## src/rtl/aes_pkg.sv

```systemverilog
// Shared AES types and constants for the cipher controllers and datapath.
package aes_pkg;

    typedef logic [31:0] aes_32;

    // Encodings 3'd5..3'd7 are undefined and decode as NOOP.
    typedef enum logic [2:0] {
        NOOP       = 3'd0,
        AESDEC     = 3'd1,
        AESDECLAST = 3'd2,
        AESDECFULL = 3'd3,
        AESIMC     = 3'd4
    } opcode;

    localparam logic [7:0] RCON_FIRST = 8'h01;
    localparam logic [7:0] RCON_LAST  = 8'h36;
    localparam int         NR_128     = 10;

    typedef enum logic [2:0] {
        IDLE, KEY_SUB, KEY_GEN, INIT, INV_SBOX, ROUND, FINISH
    } dec_state_e;

    typedef struct packed {
        logic data_sub;
        logic first_rnd;
        logic inv_mix;
        logic imc;
        logic key_sel;
        logic en_rnd;
        logic en_key;
        logic key_sub;
        logic gen_key;
        logic inv_key;
        logic plain_ready;
        logic busy;
    } dec_ctrl_t;

endpackage

```

## src/rtl/aes_rcon_step.sv

```systemverilog
// One step of the round-constant sequence: GF(2^8) doubling forward, its inverse backward.
module aes_rcon_step (
    input  logic [7:0] rcon_i,
    input  logic       inv_i,
    output logic [7:0] rcon_o
);

    always_comb begin
        rcon_o = '0;
        if (inv_i) begin
            rcon_o = (rcon_i == 8'h1b) ? 8'h80 : (rcon_i >> 1);
        end else begin
            rcon_o = rcon_i[7] ? ((rcon_i << 1) ^ 8'h1b) : (rcon_i << 1);
        end
    end

endmodule

```

## src/rtl/aes_dec_ctrl.sv

```systemverilog
// Sequencer for the AES-128 inverse-cipher datapath and key_gen block.
module aes_dec_ctrl
    import aes_pkg::*;
#(
    parameter int NR = NR_128
) (
    input  logic        clk,
    input  logic        nrst,
    input  logic        start_i,
    input  opcode       opcode_i,
    output logic        data_sub_o,
    output logic        first_rnd_o,
    output logic        inv_mix_o,
    output logic        imc_o,
    output logic        key_sel_o,
    output logic        en_rnd_o,
    output logic        en_key_o,
    output logic        key_sub_o,
    output logic        gen_key_o,
    output logic        inv_key_o,
    output logic [3:0]  rnd_num_o,
    output aes_32       r_con_ctrl_o,
    output logic        plain_ready_o,
    output logic        busy_o
);

    localparam logic [3:0] RND_LAST_FWD = 4'(NR - 1);

    dec_state_e state_q, state_d;
    opcode      op_q, op_d;
    logic [3:0] rnd_q, rnd_d;
    logic [7:0] rcon_q, rcon_d;
    logic [7:0] rcon_step;
    dec_ctrl_t  ctrl_q, ctrl_d;

    // Controls are registered from the next-state decode so they line up with state_q.
    function automatic dec_ctrl_t decode(input dec_state_e st, input opcode op,
                                         input logic [3:0] rnd);
        dec_ctrl_t c;
        c = '0;
        case (st)
            KEY_SUB: begin c.busy = 1'b1; c.en_key = 1'b1; c.key_sub = 1'b1; end
            KEY_GEN: begin c.busy = 1'b1; c.en_key = 1'b1; c.gen_key = 1'b1; end
            INIT:    begin
                c.busy = 1'b1; c.en_rnd = 1'b1; c.first_rnd = 1'b1; c.key_sel = 1'b1;
            end
            INV_SBOX: begin
                c.busy = 1'b1; c.en_rnd = 1'b1; c.data_sub = 1'b1;
                if (op == AESDECFULL) begin
                    c.en_key = 1'b1; c.key_sub = 1'b1; c.inv_key = 1'b1;
                end
            end
            ROUND: begin
                c.busy = 1'b1; c.en_rnd = 1'b1;
                case (op)
                    AESDEC:     c.inv_mix = 1'b1;
                    AESIMC:     begin c.imc = 1'b1; c.inv_mix = 1'b1; end
                    AESDECFULL: begin
                        c.en_key  = 1'b1; c.gen_key = 1'b1; c.inv_key = 1'b1;
                        c.key_sel = 1'b1; c.inv_mix = (rnd != 4'd1);
                    end
                    default: ;
                endcase
            end
            FINISH:  c.plain_ready = 1'b1;
            default: ;
        endcase
        return c;
    endfunction

    aes_rcon_step u_rcon_step (
        .rcon_i (rcon_q),
        .inv_i  (ctrl_q.inv_key),
        .rcon_o (rcon_step)
    );

    always_comb begin
        state_d = state_q;
        op_d    = op_q;
        rnd_d   = rnd_q;
        rcon_d  = rcon_q;
        case (state_q)
            IDLE: begin
                if (start_i) begin
                    case (opcode_i)
                        AESDEC, AESDECLAST: begin op_d = opcode_i; state_d = INV_SBOX; end
                        AESIMC:             begin op_d = opcode_i; state_d = ROUND;    end
                        AESDECFULL: begin
                            op_d    = opcode_i;
                            state_d = KEY_SUB;
                            rnd_d   = 4'd0;
                            rcon_d  = RCON_FIRST;
                        end
                        default: op_d = NOOP;
                    endcase
                end
            end
            KEY_SUB: state_d = KEY_GEN;
            KEY_GEN: begin
                rnd_d   = rnd_q + 4'd1;
                rcon_d  = rcon_step;
                state_d = (rnd_q == RND_LAST_FWD) ? INIT : KEY_SUB;
            end
            INIT: begin
                rcon_d  = RCON_LAST;
                state_d = INV_SBOX;
            end
            INV_SBOX: state_d = ROUND;
            ROUND: begin
                if (op_q == AESDECFULL) begin
                    rnd_d   = rnd_q - 4'd1;
                    rcon_d  = rcon_step;
                    state_d = (rnd_q == 4'd1) ? FINISH : INV_SBOX;
                end else begin
                    state_d = FINISH;
                end
            end
            FINISH: begin
                rcon_d  = RCON_FIRST;
                state_d = IDLE;
            end
            default: state_d = IDLE;
        endcase
        ctrl_d = decode(state_d, op_d, rnd_d);
    end

    always_ff @(posedge clk or negedge nrst) begin
        if (!nrst) begin
            state_q <= IDLE;
            op_q    <= NOOP;
            rnd_q   <= 4'd0;
            rcon_q  <= RCON_FIRST;
            ctrl_q  <= '0;
        end else begin
            state_q <= state_d;
            op_q    <= op_d;
            rnd_q   <= rnd_d;
            rcon_q  <= rcon_d;
            ctrl_q  <= ctrl_d;
        end
    end

    assign data_sub_o    = ctrl_q.data_sub;
    assign first_rnd_o   = ctrl_q.first_rnd;
    assign inv_mix_o     = ctrl_q.inv_mix;
    assign imc_o         = ctrl_q.imc;
    assign key_sel_o     = ctrl_q.key_sel;
    assign en_rnd_o      = ctrl_q.en_rnd;
    assign en_key_o      = ctrl_q.en_key;
    assign key_sub_o     = ctrl_q.key_sub;
    assign gen_key_o     = ctrl_q.gen_key;
    assign inv_key_o     = ctrl_q.inv_key;
    assign plain_ready_o = ctrl_q.plain_ready;
    assign busy_o        = ctrl_q.busy;
    assign rnd_num_o     = rnd_q;
    assign r_con_ctrl_o  = {rcon_q, 24'h000000};

endmodule

```

## config.mk

```make
export PLATFORM = sky130hd
export DESIGN_NAME = aes_dec_ctrl
export DESIGN_NICKNAME = d
export VERILOG_FILES = /design/src/rtl/aes_pkg.sv /design/src/rtl/aes_rcon_step.sv /design/src/rtl/aes_dec_ctrl.sv
export SDC_FILE = /design/constraint.sdc
export NUM_CORES = 1
export LEC_CHECK = 0
export ABC_AREA = 1
export CAP_MARGIN = 15
export CORE_MARGIN = 4
export CORE_UTILIZATION = 42
export CTS_CLUSTER_DIAMETER = 120
export DETAILED_ROUTE_END_ITERATION = 8
export PLACE_DENSITY_LB_ADDON = 0.15
export RECOVER_POWER = 50
export SYNTH_ARGS = -nofsm -noshare
export SYNTH_HDL_FRONTEND = slang
export SYNTH_SLANG_ARGS = --single-unit
export TNS_END_PERCENT = 100
```

## constraint.sdc

```tcl
create_clock -name clk -period 1.45 [get_ports clk]
set_input_delay 0.29 -clock clk [delete_from_list [all_inputs] [get_ports clk]]
set_output_delay 0.29 -clock clk [all_outputs]
set_load 0.02 [all_outputs]
```

---- Word level (Yosys, flattened, before mapping) ----
Cells that the tools add are included.
storage, ports and cells
  output and inout bits ................... 48
  flip-flop bits (word level) ............. 30
  input port bits ......................... 6
  word-level logic and storage cells ...... 90
cells by class
  reduce and logical (&&, ||, !) cells .... 9
  mux-type cells .......................... 35
  bitwise gates (word level) .............. 1
  add/sub/neg operators ................... 2
  equality and inequality tests ........... 27
operator list
  cell                                                                    count
  8-bit 2-to-1 mux                                                        5
  8-bit one-hot mux with 5 select lines                                   1
  3-bit by 2-bit equality test with 1-bit output (second input constant)  8
  3-bit equality test (second input constant)                             8
  3-bit one-hot mux with 6 select lines                                   1
  3-bit by 1-bit equality test with 1-bit output (second input constant)  4
  3-bit 2-to-1 mux                                                        4
  4-bit 2-to-1 mux                                                        3
  4-bit one-hot mux with 3 select lines                                   1
  2-bit 2-to-1 mux                                                        5
  1-bit one-hot mux with 2 select lines                                   5
  3-bit one-hot mux with 3 select lines                                   1
  8-bit by 5-bit equality test with 1-bit output (second input constant)  1
  1-bit 2-to-1 mux                                                        7
  2-bit OR reduction                                                      3
  5-bit 2-to-1 mux                                                        1
  5-bit nonzero test                                                      1
  5-bit OR reduction                                                      1
  4-bit by 1-bit adder with 4-bit output (second input constant)          1
  4-bit by 1-bit equality test with 1-bit output (second input constant)  1
  4-bit equality test (second input constant)                             1
  2-bit != test (second input constant)                                   2
  4-bit by 1-bit != test with 1-bit output (second input constant)        1
  4-bit inverter                                                          1
  other kinds (7)                                                         7

---- Logic depth before layout (Yosys ltp) ----
  word-level depth ........................ 9
  gate-level depth with buffers ........... 12
  gate-level depth less buffers ........... 12

---- By module ----
A second synthesis with hierarchy kept.
unflattened totals
  cell total of the unflattened synthesis .. 255
  area, all modules ....................... 1953.1 um^2
modules (own cells, without submodules)
  module         times used  sequential area each (um^2)  area an instance (um^2)  cells each
  aes_dec_ctrl   1           752.0                        1757.9                   212
  aes_rcon_step  1           0.0                          195.2                    43

---- Least setup slack after synthesis ----
No wires, ideal clock.
  path type ............................... reg2reg
  start point ............................. register rnd_q[0], in the netlist rnd_num_o[0]
  end point ............................... register ctrl_q, in the netlist inv_mix_o
  data required time ...................... 1.332 ns
  period minus slack after synthesis ...... 1.568 ns
  data arrival time ....................... 1.450 ns
  path slack .............................. -0.118 ns
  stages on the path, launching flop included .. 9
  library setup time ...................... 0.118 ns
  path buffers ............................ 0
  cell sequence ........................... dfrtp_1 > inv_1 > ha_1 > o21ai_0 > nand3_1 > nor2_1 > nand2_1 > nand2_1 > nand2_1
RTL lines
  what                    line                 text
  start, declared         aes_dec_ctrl.sv:31   logic [3:0] rnd_q, rnd_d;
  start signal, assigned  aes_dec_ctrl.sv:137  rnd_q <= rnd_d;
  end signal, assigned    aes_dec_ctrl.sv:139  ctrl_q <= ctrl_d;
  end, declared           aes_dec_ctrl.sv:34   dec_ctrl_t ctrl_q, ctrl_d;

==> flow_metrics.tcl <==
set metrics [dict create \
    status "finished with violations" \
    violations "negative setup slack" \
    grt_overflow 0 \
    hpwl_um 3560 \
    fin_area_um2 2940 \
    numCtsBuffers 5 \
    yosysTopAreaCellShare 0.382 \
    fin_ws_ns -0.127 \
    cts_root_buf "clkbuf_8" \
    max_stage_delay_ns 0.46 \
    setup_tns_ns -0.872 \
    worst_hold_slack_ns 0.493 \
    grt_pass1_vias 1739 \
    synth_edf_count 0 \
    power_density_nw_per_um2 2380 \
    finalWirelength_um 5040 \
    synthFlopType "dfrtp_1" \
    syn_avg_cell_area_um2 7.60 \
    synth_warnings 0 \
    ios 54 \
    max_freq_mhz 634 \
    post-place-ws_ns -0.375 \
    start_util 0.436 \
    layout.nets 353 \
    placed_area_um2 2550 \
    rsz0062_at_grt "yes" \
    met2WireLength_um 2570 \
    yosys.area.top_type "dfrtp_1" \
    grt_max_degree 17 \
    final-hold-violation-count 0 \
    switching_share 0.447 \
    layout_min_cycle_time_ns 1.58 \
    dr_wl_met3_um 288 \
    seq_power_share 0.215 \
    p_leak_nw 1.57 \
    fin_cells 396 \
    ant_nets 0 \
    worstSkewPairLatency_ns 0.29 \
    crit_slowest_cell "dfrtp_2" \
    placement.io_buffers 29 \
    worstPathRequired_ns 1.63 \
    fillers 377 \
    p_comb_frac 0.660 \
    worst_slew_pin_slew_ns 0.796 \
    hp-class "input pin to async pin" \
    ys_top_cells_by_area "dfrtp_1 (38%), nand2_1 (11%), buf_4 (9.9%), nand3_1 (5.5%), inv_1 (4.9%)" \
    clkPwrFrac 0.125 \
    cts_tree "done" \
    routed_via_density 4.83 \
    synthesis.instances 250 \
    cts.sinks 30 \
    path_max_fanout 6 \
    antenna_found_initial 0 \
    crit_path_end_kind "flip-flop" \
    final-seq-area_um2 758 \
    first_pass_iters 4 \
    cts_max_level 2 \
    dp_cells 378 \
    path_class "flip-flop to flip-flop" \
    start_kind "flip-flop" \
    multi_input_area_um2 1120 \
    dieArea_um2 5660 \
    setup_viol 16 \
    syn-cell-area_um2 1900 \
    top_layer_used "met4" \
    grt_use_total 0.181 \
    drt-met1-wl_um 2070 \
    layout-drive-gt1-share 0.401 \
    finalMaxSlewViolations 0 \
    ys_seq_area_frac 0.396 \
    relSlewSlack 0.469 \
    num_rows 24 \
    peakVddDrop_uv 881 \
    globalplace.congestion 0.905 \
    async_flop_share 1.00 \
    cts_buffer_depth 2 \
    timing.final.crit_share 1.09 \
    drcViolationCount 0 \
    die_y_um 75.2 \
    area_growth_pct 54.9 \
    core_um2 4350 \
    antenna_cells 0 \
    die_w_um 75.2 \
    clkTransAtPathRegs_ns 0.07 \
    wire_per_inst_um 12.7 \
    switchingPower_mw 3.13 \
    internal_power_mw 3.88 \
    ys_types 32 \
    worstPathCellList "nor2_4, nand2_4, inv_6, nand2_4, buf_6, o21ai_4, nor2_4, buf_4, nand3_2, nand2_1" \
    fin_worst_skew_ns 0.00607 \
    drt_iter0_drc 88 \
    ctsHoldBuffers 0 \
    grt_pass1_wl_um 7690 \
    vias 1911 \
    synth_seq_cells 30 \
    cap_viol_max_count 0 \
    arrival_ns 1.76 \
]
-- cells by family (layout without fill, tap and decap cells) --
logic type,count (synthesis),after routing,share of synthesized area
AOI/OAI and AO/OA,32,32,0.103
xor gates and xnor gates,1,1,0.00461
adders and majority gates,3,3,0.0198
buffers and inverters,59,130,0.169
DFF,30,30,0.396
other,1,24,0.00197
and+or+nand+nor,124,124,0.306
-- layer usage --
layer	track usage	vias to the layer above
met2	0.295	61
met1	0.227	890
met3	0.0467	9
li1	-	951
met5	0	-
met4	0.0816	0
-- worst paths after layout --
path,startpoint,end,slack [ns],depth (start not counted)
setup reg to reg,state_q[1]$_DFF_PN0_,key_sub_o$_DFF_PN0_,-0.13,10
hold / removal,nrst,rcon_q[2]$_DFFE_PN0P_,0.49,2
max in group asynchronous,nrst,rnd_num_o[0]$_DFF_PN0_,0.27,2
setup / recovery,state_q[1]$_DFF_PN0_,key_sub_o$_DFF_PN0_,-0.13,10
hold reg to reg,rcon_q[0]$_DFFE_PN1P_,rcon_q[0]$_DFFE_PN1P_,0.54,2
min in group clk,start_i,state_q[2]$_DFF_PN0_,0.53,4
-- cells in the mapped netlist, types with 2 or more instances --
cell type and count:
o211ai_1 4, a21oi_1 5, o21ai_0 11, inv_2 5
o21ai_2 2, nand3_1 21, nand2_2 2, dfrtp_1 29
inv_1 25, buf_2 2, nor2_2 4, nand2_1 54
nor2_1 25, ha_1 3, a31oi_1 4, nand4_1 9
o21ai_1 2, a21oi_2 2, nand3_2 4, buf_4 25
-- layout make-up --
cell class,count,area share
well taps,52,0.0221
repair buffers,91,0.259
flip-flops and latches,30,0.258
clock buffers,6,0.0281
multi-input cells,184,0.381
clock inverters,1,0.0102
inverters,32,0.0425
-- power by group through the flow --
| stage | clock network (mW) | registers (mW) | logic, mW |
|---|---|---|---|
| 6_report | 0.876 | 1.50 | 4.62 |
| 4_1_cts | 0.897 | 1.48 | 4.19 |
| 3_3_place_gp | 0 | 1.48 | 3.89 |
| 3_5_place_dp | 0 | 1.48 | 3.92 |
| 2_1_floorplan | 0 | 1.77 | 1.84 |
| 5_1_grt | 0.939 | 1.55 | 5.03 |
-- metrics by stage --
stage               utilization  power (mW)
floorplan                     -        3.61
global placement          0.585        5.37
detailed placement        0.585        5.40
CTS                       0.646        6.57
global route              0.676        7.51
finish                    0.676        7.00
-- placed cells by master (no fill, tap or decap), types with 2 or more instances in the layout --
cell type and n:
ha_4 2, o21ai_2 3, a21oi_1 4, dfrtp_2 5
nand2_2 9, o211ai_1 4, buf_6 8, o21ai_0 8
nand2_4 4, nor2_1 18, nand4_1 9, buf_4 51
conb_1 24, nand3_1 14, dlygate4sd2_1 22, nor2_2 6
a21oi_2 2, nand3_2 8, clkbuf_2 3, clkbuf_8 6
inv_2 10, o21ai_1 3, nand3_4 3, inv_1 20
nand2_1 44, dfrtp_1 24, dlymetal6s2s_1 2, nor2_4 6
a31oi_1 4
-- repair_timing --
item,4_1_cts,5_1_grt
gates resized for setup,71,27
setup buffers,5,6
pin swaps,18,13
setup endpoints to repair,44,24
-- worst max-delay path: cells and delay by family (launching register included) --
family,cells,cell delay (ns)
DFF,1,0.46
AOI/OAI and AO/OA,1,0.16
and+or+nand+nor,6,0.49
buffers and inverters,3,0.35
-- flip-flops by register name, summed over array words and instances, names as in the netlist --
signal and count:
rcon_q 8, rnd_num_o 4, op_q 3, state_q 3, busy_o 1, data_sub_o 1, en_key_o 1, en_rnd_o 1
first_rnd_o 1, gen_key_o 1, imc_o 1, inv_key_o 1, inv_mix_o 1, key_sel_o 1, key_sub_o 1, plain_ready_o 1
Note: power is estimated with default switching activity, not from simulation.
